[config.mk]
export PLATFORM = sky130hd
export DESIGN_NAME = nibble_serial_adder_ctrl_flat
export DESIGN_NICKNAME = d
export VERILOG_FILES = /design/src/rtl/nibble_serial_adder_ctrl_if.sv /design/src/rtl/nibble_serial_adder_ctrl.sv /design/src/flat_wrapper.sv
export SDC_FILE = /design/constraint.sdc
export NUM_CORES = 1
export LEC_CHECK = 0
export ABC_AREA = 1
export CORE_MARGIN = 3
export CORE_UTILIZATION = 40
export DETAILED_ROUTE_END_ITERATION = 16
export PLACE_DENSITY_LB_ADDON = 0.15
export SETUP_SLACK_MARGIN = 0.4
export SYNTH_ARGS = -nofsm -noshare
export SYNTH_HDL_FRONTEND = slang
export SYNTH_SLANG_ARGS = --single-unit
[constraint.sdc]
create_clock -name clk -period 1.11 [get_ports clk]
set_input_delay 0.1665 -clock clk [delete_from_list [all_inputs] [get_ports clk]]
set_output_delay 0.1665 -clock clk [all_outputs]
set_load 0.02 [all_outputs]
[src/rtl/nibble_serial_adder_ctrl_if.sv]
// Operand/result handshakes plus the link to the external 4-bit adder.
interface nibble_serial_adder_ctrl_if #(
  parameter int unsigned NIBBLES = 4
);
  localparam int unsigned W = 4 * NIBBLES;

  logic         in_valid;
  logic         in_ready;
  logic [W-1:0] a_in;
  logic [W-1:0] b_in;
  logic         cin;
  logic         out_valid;
  logic         out_ready;
  logic [W-1:0] sum;
  logic         cout;
  logic         ovf;
  logic [3:0]   add_x;
  logic [3:0]   add_y;
  logic         add_cin;
  logic [3:0]   add_s;
  logic         add_cout;

  // Sequencer side
  modport slave (
    input  in_valid, a_in, b_in, cin, out_ready, add_s, add_cout,
    output in_ready, out_valid, sum, cout, ovf, add_x, add_y, add_cin
  );

  // Producer / consumer / adder side
  modport master (
    output in_valid, a_in, b_in, cin, out_ready, add_s, add_cout,
    input  in_ready, out_valid, sum, cout, ovf, add_x, add_y, add_cin
  );
endinterface

[src/rtl/nibble_serial_adder_ctrl.sv]
// Wide adder sequencer: feeds an external 4-bit adder one nibble per cycle,
// carrying between nibbles, with valid/ready on operands and result.
module nibble_serial_adder_ctrl #(
  parameter int unsigned NIBBLES = 4
) (
  input logic                      clk,
  input logic                      resetn,
  nibble_serial_adder_ctrl_if.slave bus
);
  localparam int unsigned W  = 4 * NIBBLES;
  localparam int unsigned IW = (NIBBLES > 1) ? $clog2(NIBBLES) : 1;

  typedef enum logic [1:0] {IDLE, RUN, DONE} state_t;

  state_t         state;
  state_t         state_nxt;
  logic [W-1:0]   a_q;
  logic [W-1:0]   b_q;
  logic [W-1:0]   sum_q;
  logic           carry_q;
  logic           cout_q;
  logic           ovf_q;
  logic [IW-1:0]  idx;
  logic [IW+1:0]  shamt;
  logic [3:0]     nib_a;
  logic [3:0]     nib_b;
  logic           last;
  logic           in_rdy;
  logic           out_vld;
  logic [3:0]     x;
  logic [3:0]     y;
  logic           ci;

  // Current nibble position as a bit offset
  assign shamt = {idx, 2'b00};
  assign nib_a = 4'(a_q >> shamt);
  assign nib_b = 4'(b_q >> shamt);
  assign last  = (idx == IW'(NIBBLES - 1));

  // State register
  always_ff @(posedge clk) begin
    if (!resetn) state <= IDLE;
    else         state <= state_nxt;
  end

  // Next state and state-decoded outputs
  always_comb begin
    state_nxt = state;
    in_rdy    = 1'b0;
    out_vld   = 1'b0;
    x         = 4'h0;
    y         = 4'h0;
    ci        = 1'b0;
    case (state)
      IDLE: begin
        in_rdy = 1'b1;
        if (bus.in_valid) state_nxt = RUN;
      end
      RUN: begin
        x  = nib_a;
        y  = nib_b;
        ci = carry_q;
        if (last) state_nxt = DONE;
      end
      DONE: begin
        out_vld = 1'b1;
        if (bus.out_ready) state_nxt = IDLE;
      end
      default: state_nxt = IDLE;
    endcase
  end

  // Operand capture, per-nibble sum/carry update, final flags
  always_ff @(posedge clk) begin
    if (!resetn) begin
      a_q     <= '0;
      b_q     <= '0;
      sum_q   <= '0;
      carry_q <= 1'b0;
      cout_q  <= 1'b0;
      ovf_q   <= 1'b0;
      idx     <= '0;
    end else begin
      case (state)
        IDLE: begin
          if (bus.in_valid) begin
            a_q     <= bus.a_in;
            b_q     <= bus.b_in;
            carry_q <= bus.cin;
            sum_q   <= '0;
            idx     <= '0;
          end
        end
        RUN: begin
          sum_q   <= (sum_q & ~(W'(4'hF) << shamt)) | (W'(bus.add_s) << shamt);
          carry_q <= bus.add_cout;
          if (last) begin
            cout_q <= bus.add_cout;
            ovf_q  <= (a_q[W-1] == b_q[W-1]) && (bus.add_s[3] != a_q[W-1]);
          end else begin
            idx <= idx + IW'(1);
          end
        end
        default: ;
      endcase
    end
  end

  assign bus.in_ready  = in_rdy;
  assign bus.out_valid = out_vld;
  assign bus.add_x     = x;
  assign bus.add_y     = y;
  assign bus.add_cin   = ci;
  assign bus.sum       = sum_q;
  assign bus.cout      = cout_q;
  assign bus.ovf       = ovf_q;
endmodule
[src/flat_wrapper.sv]
// flat-port wrapper written by rule: the top's interface ports become plain ports
module nibble_serial_adder_ctrl_flat 
#(
  parameter int unsigned NIBBLES = 4
)
  (clk, resetn, bus_in_valid, bus_a_in, bus_b_in, bus_cin, bus_out_ready, bus_add_s, bus_add_cout, bus_in_ready, bus_out_valid, bus_sum, bus_cout, bus_ovf, bus_add_x, bus_add_y, bus_add_cin);
  nibble_serial_adder_ctrl_if #(.NIBBLES(NIBBLES)) bus_i ();
  input logic clk;
  input logic resetn;
  input wire logic [$bits(bus_i.in_valid)-1:0] bus_in_valid;
  input wire logic [$bits(bus_i.a_in)-1:0] bus_a_in;
  input wire logic [$bits(bus_i.b_in)-1:0] bus_b_in;
  input wire logic [$bits(bus_i.cin)-1:0] bus_cin;
  input wire logic [$bits(bus_i.out_ready)-1:0] bus_out_ready;
  input wire logic [$bits(bus_i.add_s)-1:0] bus_add_s;
  input wire logic [$bits(bus_i.add_cout)-1:0] bus_add_cout;
  output wire logic [$bits(bus_i.in_ready)-1:0] bus_in_ready;
  output wire logic [$bits(bus_i.out_valid)-1:0] bus_out_valid;
  output wire logic [$bits(bus_i.sum)-1:0] bus_sum;
  output wire logic [$bits(bus_i.cout)-1:0] bus_cout;
  output wire logic [$bits(bus_i.ovf)-1:0] bus_ovf;
  output wire logic [$bits(bus_i.add_x)-1:0] bus_add_x;
  output wire logic [$bits(bus_i.add_y)-1:0] bus_add_y;
  output wire logic [$bits(bus_i.add_cin)-1:0] bus_add_cin;
  assign bus_i.in_valid = bus_in_valid;
  assign bus_i.a_in = bus_a_in;
  assign bus_i.b_in = bus_b_in;
  assign bus_i.cin = bus_cin;
  assign bus_i.out_ready = bus_out_ready;
  assign bus_i.add_s = bus_add_s;
  assign bus_i.add_cout = bus_add_cout;
  assign bus_in_ready = bus_i.in_ready;
  assign bus_out_valid = bus_i.out_valid;
  assign bus_sum = bus_i.sum;
  assign bus_cout = bus_i.cout;
  assign bus_ovf = bus_i.ovf;
  assign bus_add_x = bus_i.add_x;
  assign bus_add_y = bus_i.add_y;
  assign bus_add_cin = bus_i.add_cin;
  nibble_serial_adder_ctrl #(.NIBBLES(NIBBLES)) u_core (.clk(clk), .resetn(resetn), .bus(bus_i));
endmodule
# Yosys cells after proc, flatten, opt, wreduce, memory -nomap -nowiden
# Cells that the tools add are included.
classes:
  n_eq_ne: 9
  shifts: 4
  n_bitwise: 3
  mul: 0
  order_cmp: 0
  reduce_logical: 8
  n_div: 0
  n_mux: 16
  addsub: 1
op_table:
  columns: ["op", "count"]
  rows:
  - ["16-bit case mux with 2 select lines", 1]
  - ["16-bit by 4-bit >> shifter with 4-bit output", 2]
  - ["16-bit bitwise AND", 1]
  - ["16-bit 2-to-1 mux", 1]
  - ["16-bit NOT", 1]
  - ["16-bit OR", 1]
  - ["4-bit by 4-bit left shift with 16-bit output", 1]
  - ["4-bit by 4-bit left shift with 16-bit output, first input constant", 1]
  - ["2-bit 2-to-1 mux", 5]
  - ["4-bit 2-to-1 mux", 2]
  - ["2-bit inequality test, second input constant", 3]
  - ["2-bit case mux with 3 select lines", 1]
  - ["2-bit AND reduction", 3]
  - ["3-bit AND reduction", 2]
  - ["2-bit equality test, second input constant", 2]
  - ["1-bit 2-to-1 mux", 4]
  - ["2-bit case mux with 2 select lines", 1]
  - ["2-bit by 1-bit adder with 2-bit output, second input constant", 1]
  - ["2-bit by 1-bit equality test with 1-bit output, second input constant", 1]
  - ["2-bit logical NOT", 1]
  - ["2-bit by 1-bit inequality test with 1-bit output, second input constant", 1]
  - ["1-bit case mux with 2 select lines", 1]
  - ["2-bit nonzero test", 1]
  - ["1-bit equality test", 1]
  - ["2 further kinds", 2]
word_totals:
  out_inout_bits: 29
  elab_cells: 49
  regBits: 55
  latchBits: 0
  romBits: 0
  ram_bits: 0
  mem_count: 0

# Logic depth before layout (Yosys ltp)
depth:
  depth_word: 5
  ltp_mapped: 7

# Worst setup path after synthesis
# Ideal clock, no wire load.
synth_timing:
  path_type: "register -> output"
  startpoint: "register u_core.idx[0]"
  endpoint: "output port bus_add_x[3]"
  required_time_ps: 943
  slack_ps: -365
  t_arrival_ps: 1308
  path_stages_with_launch: 6
  cell_sequence: "dfxtp_1 > buf_2 > buf_2 > buf_4 > o211ai_1 > a21oi_1"
synth_between:
  elab_chain_len: 2
synth_rtl:
  columns: ["element", "line_no", "rtl"]
  rows:
  - ["start: declaration", "nibble_serial_adder_ctrl.sv:23", "logic [IW-1:0] idx;"]
  - ["start signal: assignment", "nibble_serial_adder_ctrl.sv:101", "idx <= idx + IW'(1);"]
  - ["16-bit by 4-bit >> shifter with 4-bit output", "nibble_serial_adder_ctrl.sv:36", "assign nib_a = 4'(a_q >> shamt);"]
  - ["4-bit 2-to-1 mux", "nibble_serial_adder_ctrl.sv:54", "case (state)"]
  - ["end: declaration", "flat_wrapper.sv:22", "output wire logic [$bits(bus_i.add_x)-1:0] bus_add_x;"]
# No other way between the ends.

# Final worst setup path
layout_timing:
  startpoint: "register u_core.state[0]"
  endpoint: "register u_core.a_q[12]"
layout_between:
  elab_chain_len: 2
layout_rtl:
  columns: ["element", "line_no", "rtl"]
  rows:
  - ["start: declaration", "nibble_serial_adder_ctrl.sv:15", "state_t state;"]
  - ["start signal: assignment", "nibble_serial_adder_ctrl.sv:43", "else state <= state_nxt;"]
  - ["2-bit logical NOT", "nibble_serial_adder_ctrl.sv:84", "case (state)"]
  - ["2-bit AND reduction (no source line)", null, null]
  - ["end signal: assignment", "nibble_serial_adder_ctrl.sv:87", "a_q <= bus.a_in;"]
  - ["end: declaration", "nibble_serial_adder_ctrl.sv:17", "logic [W-1:0] a_q;"]
# No other way between the ends.
# A chain may end at the register's enable or synchronous reset.

==> flow_summary.ini <==
[global_route]
grt_pass1_wl_mm = 15.84
grt-ovfl-total = 0
grt_max_degree = 19
grt_pass1_vias = 3074
antenna_found_initial = 0
grtUsageTotal_pct = 28.30

[floorplanning]
die_area_sq_um = 7184
initial_utilization_pct = 41.66
dieWidth_um = 84.76
core_sq_um = 5956
dieHeight_um = 84.76
ios = 71
core.rowCount = 28

[power]
p_switching_w = 0.001892
pwr-share-comb_pct = 37.7
p_leak_nw = 2.172
p_total_w = 0.005634
clock_power_share_pct = 23.1
p_int_w = 0.003742
peakVddDrop_uv = 931.6
seq_power_share_pct = 39.3
power_per_cell_area_nw_per_um2 = 1044
swShare_pct = 33.58

[drt]
wl_per_cell_um = 23.17
drc_errors = 0
drtIter0Drc = 381
viasPerCell = 5.747
routed-via-count = 3333
drt_pass1_iterations = 5
drtAntennaViolNets = 0
routed_wl_mm = 13.44

[sta]
clock-skew-final_ns = 0.006583
tightestPinTransition_ns = 0.4598
drv_slew = 0
max_freq_mhz = 582.1
rsz0062_at_grt = yes
worst_slack_ns = -0.6080
post-route-period-util_pct = 154.8
fin_tns_setup_ns = -31.03
final_hold_viol_count = 0
max_slew_margin_pct = 69.34
final.min_clock_period_ns = 1.718
setup_viol = 66

[cts]
cts_tree = built
htree_levels = 2
clk_latency_ns = 0.33
ctsHoldBuffers = 0
path_clk_slew_ns = 0.11
cts_max_path_buffers = 2
cts_root_buf = clkbuf_8
cts-buffers-inserted = 5
clock-sinks = 55

[synthesis]
synth_commonest_cells = nor2_1 (62), dfxtp_1 (55), nand2_1 (46)
synth_top_cell_by_area = dfxtp_1
synthTopCellsByArea = dfxtp_1 (44%), nor2_1 (9.4%), nand2_1 (7.0%), a21oi_1 (6.3%), o21ai_0 (6.3%)
synth_most_common_cell = nor2_1
synthFlopType = dfxtp_1
syn_nets = 388
synth_cell_types = 19
synth_edf_count = 0
synth_area_sq_um = 2481
synth.top_cell.area_share_pct = 44.38
postSynthAreaPerCell_sq_um = 7.276
async_flop_share_pct = 0
syn-instance-count = 341
synth_warnings = 0
synth-seq-cells = 55
synth-seq-area-share_pct = 44.38

[setup_path]
cp-start-kind = flop
required_ns = 1.36
critical_path_class = reg2reg
critPathArrivalTime_ns = 1.97
cp_max_fo = 6
critPathCaptureType = flop

[cells_and_area]
num-nets-final = 551
fillerInstances = 234
antenna_cells = 0
final_area_sq_um = 5396
area_growth_pct = 117.5
drive_above_1_share_pct = 59.21
fin_util_pct = 90.61
instances_no_fill = 580

[place]
dp_hpwl_mm = 5.189
numPortBuffers = 70
place_inst = 512
place_congestion = 0.8098
place_area_sq_um = 3694

[flow_run]
cap_violations = 0

[hold_path]
hold_path_class = in2reg

[run_status]
violations = setup timing
status = finished, violations left
sequential cells by signal, indices dropped and copies added, names as in the netlist:
name             count
u_core.a_q          16
u_core.b_q          16
u_core.bus.cout      1
u_core.bus.ovf       1
u_core.bus.sum      16
u_core.carry_q       1
u_core.idx           2
u_core.state         2
path summary, 6_finish.rpt:
kind / startpoint / end / slack [ns] / cells past startpoint
worst max-delay path: u_core.state[0] / u_core.a_q[12] / -0.61 / 11
worst min-delay path: bus_b_in[10] / u_core.b_q[10] / 0.43 / 3
worst max register to register: u_core.state[0] / u_core.a_q[12] / -0.61 / 11
worst min register to register: u_core.a_q[1] / u_core.a_q[1] / 0.50 / 2
cells in the final DEF, fill, tap and decap left out, types with 3 or more instances in the layout:
cell	synthesis	routed
buf_12	0	15
a21oi_1	31	6
nand3_2	0	6
o21ai_4	0	11
nand2_1	46	40
o21ai_0	31	3
clkdlybuf4s50_1	0	40
buf_6	5	51
nor2_4	3	14
buf_4	3	54
nand3_1	27	8
nor2_1	62	37
o21ai_1	16	4
a21oi_2	0	23
nand3_4	0	13
or2_2	5	3
inv_1	27	26
dfxtp_2	0	20
nor2_2	0	14
clkbuf_8	0	7
dfxtp_1	55	33
nand2_8	0	3
o211ai_1	7	7
o21ai_2	0	29
nand2_2	0	5
buf_16	0	11
ha_4	0	4
worst max-delay path, cell delays in order (launching register included):
cell and delay (ns):
dfxtp_2 0.36, buf_6 0.12, buf_12 0.11, nor2_4 0.15, buf_12 0.13, nand2_8 0.10
inv_8 0.12, buf_12 0.11, buf_12 0.10, buf_16 0.13, nor2_4 0.04, nor2_1 0.16
repair_timing:
action                     in CTS  in global routing
gates cloned                   12                  0
gates resized for setup       312                109
pin swaps                      46                 50
buffers inserted               24                 24
setup endpoints to repair      84                 84
power by group through the flow:
stage,combinational [W],sequential (W),clock (W)
final,0.00212,0.00221,0.00130
after global routing,0.00220,0.00222,0.00136
after CTS,0.00166,0.00218,0.00124
after detailed placement,0.00111,0.00220,0
after global placement,0.00108,0.00220,0
after floorplan,0.000597,0.00221,0
per-layer routing:
metal | vias to the layer above | track usage (%) | share of wire (%)
met4 | 0 | 10.36 | 4.9
met1 | 1601 | 35.57 | 40
met2 | 239 | 48.47 | 48
met5 | - | 0 | 0
met3 | 57 | 4.907 | 7.6
li1 | 1436 | - | -
layout make-up:
class / count / area (sq um) / area share (%)
clock inverter: 1 / 7.507 / 0.1391
inverter: 32 / 145.1 / 2.690
clock buffer: 7 / 96.34 / 1.785
multi-input combinational: 236 / 1898 / 35.17
sequential: 55 / 1134 / 21.01
tap: 75 / 93.84 / 1.739
timing repair buffer: 174 / 2022 / 37.47
logic make-up (layout without fill, tap and decap cells):
logic type,after synthesis,in the layout,synth area share [%]
simple gates,145,146,25.32
compound gates,85,85,17.85
flops,55,55,44.38
buf+inv,51,214,9.934
fa+ha+maj,5,5,2.521
stage by stage:
step | worst slack (ns) | hold WS [ns]
2_1_floorplan | -0.1070 | 0.3049
3_3_place_gp | -0.5927 | 0.4486
3_5_place_dp | -0.6465 | 0.4574
4_1_cts | -0.5345 | 0.4475
5_1_grt | -0.6487 | 0.4366
6_report | -0.6080 | 0.4296
No activity file was read; power rests on OpenSTA's default activity.
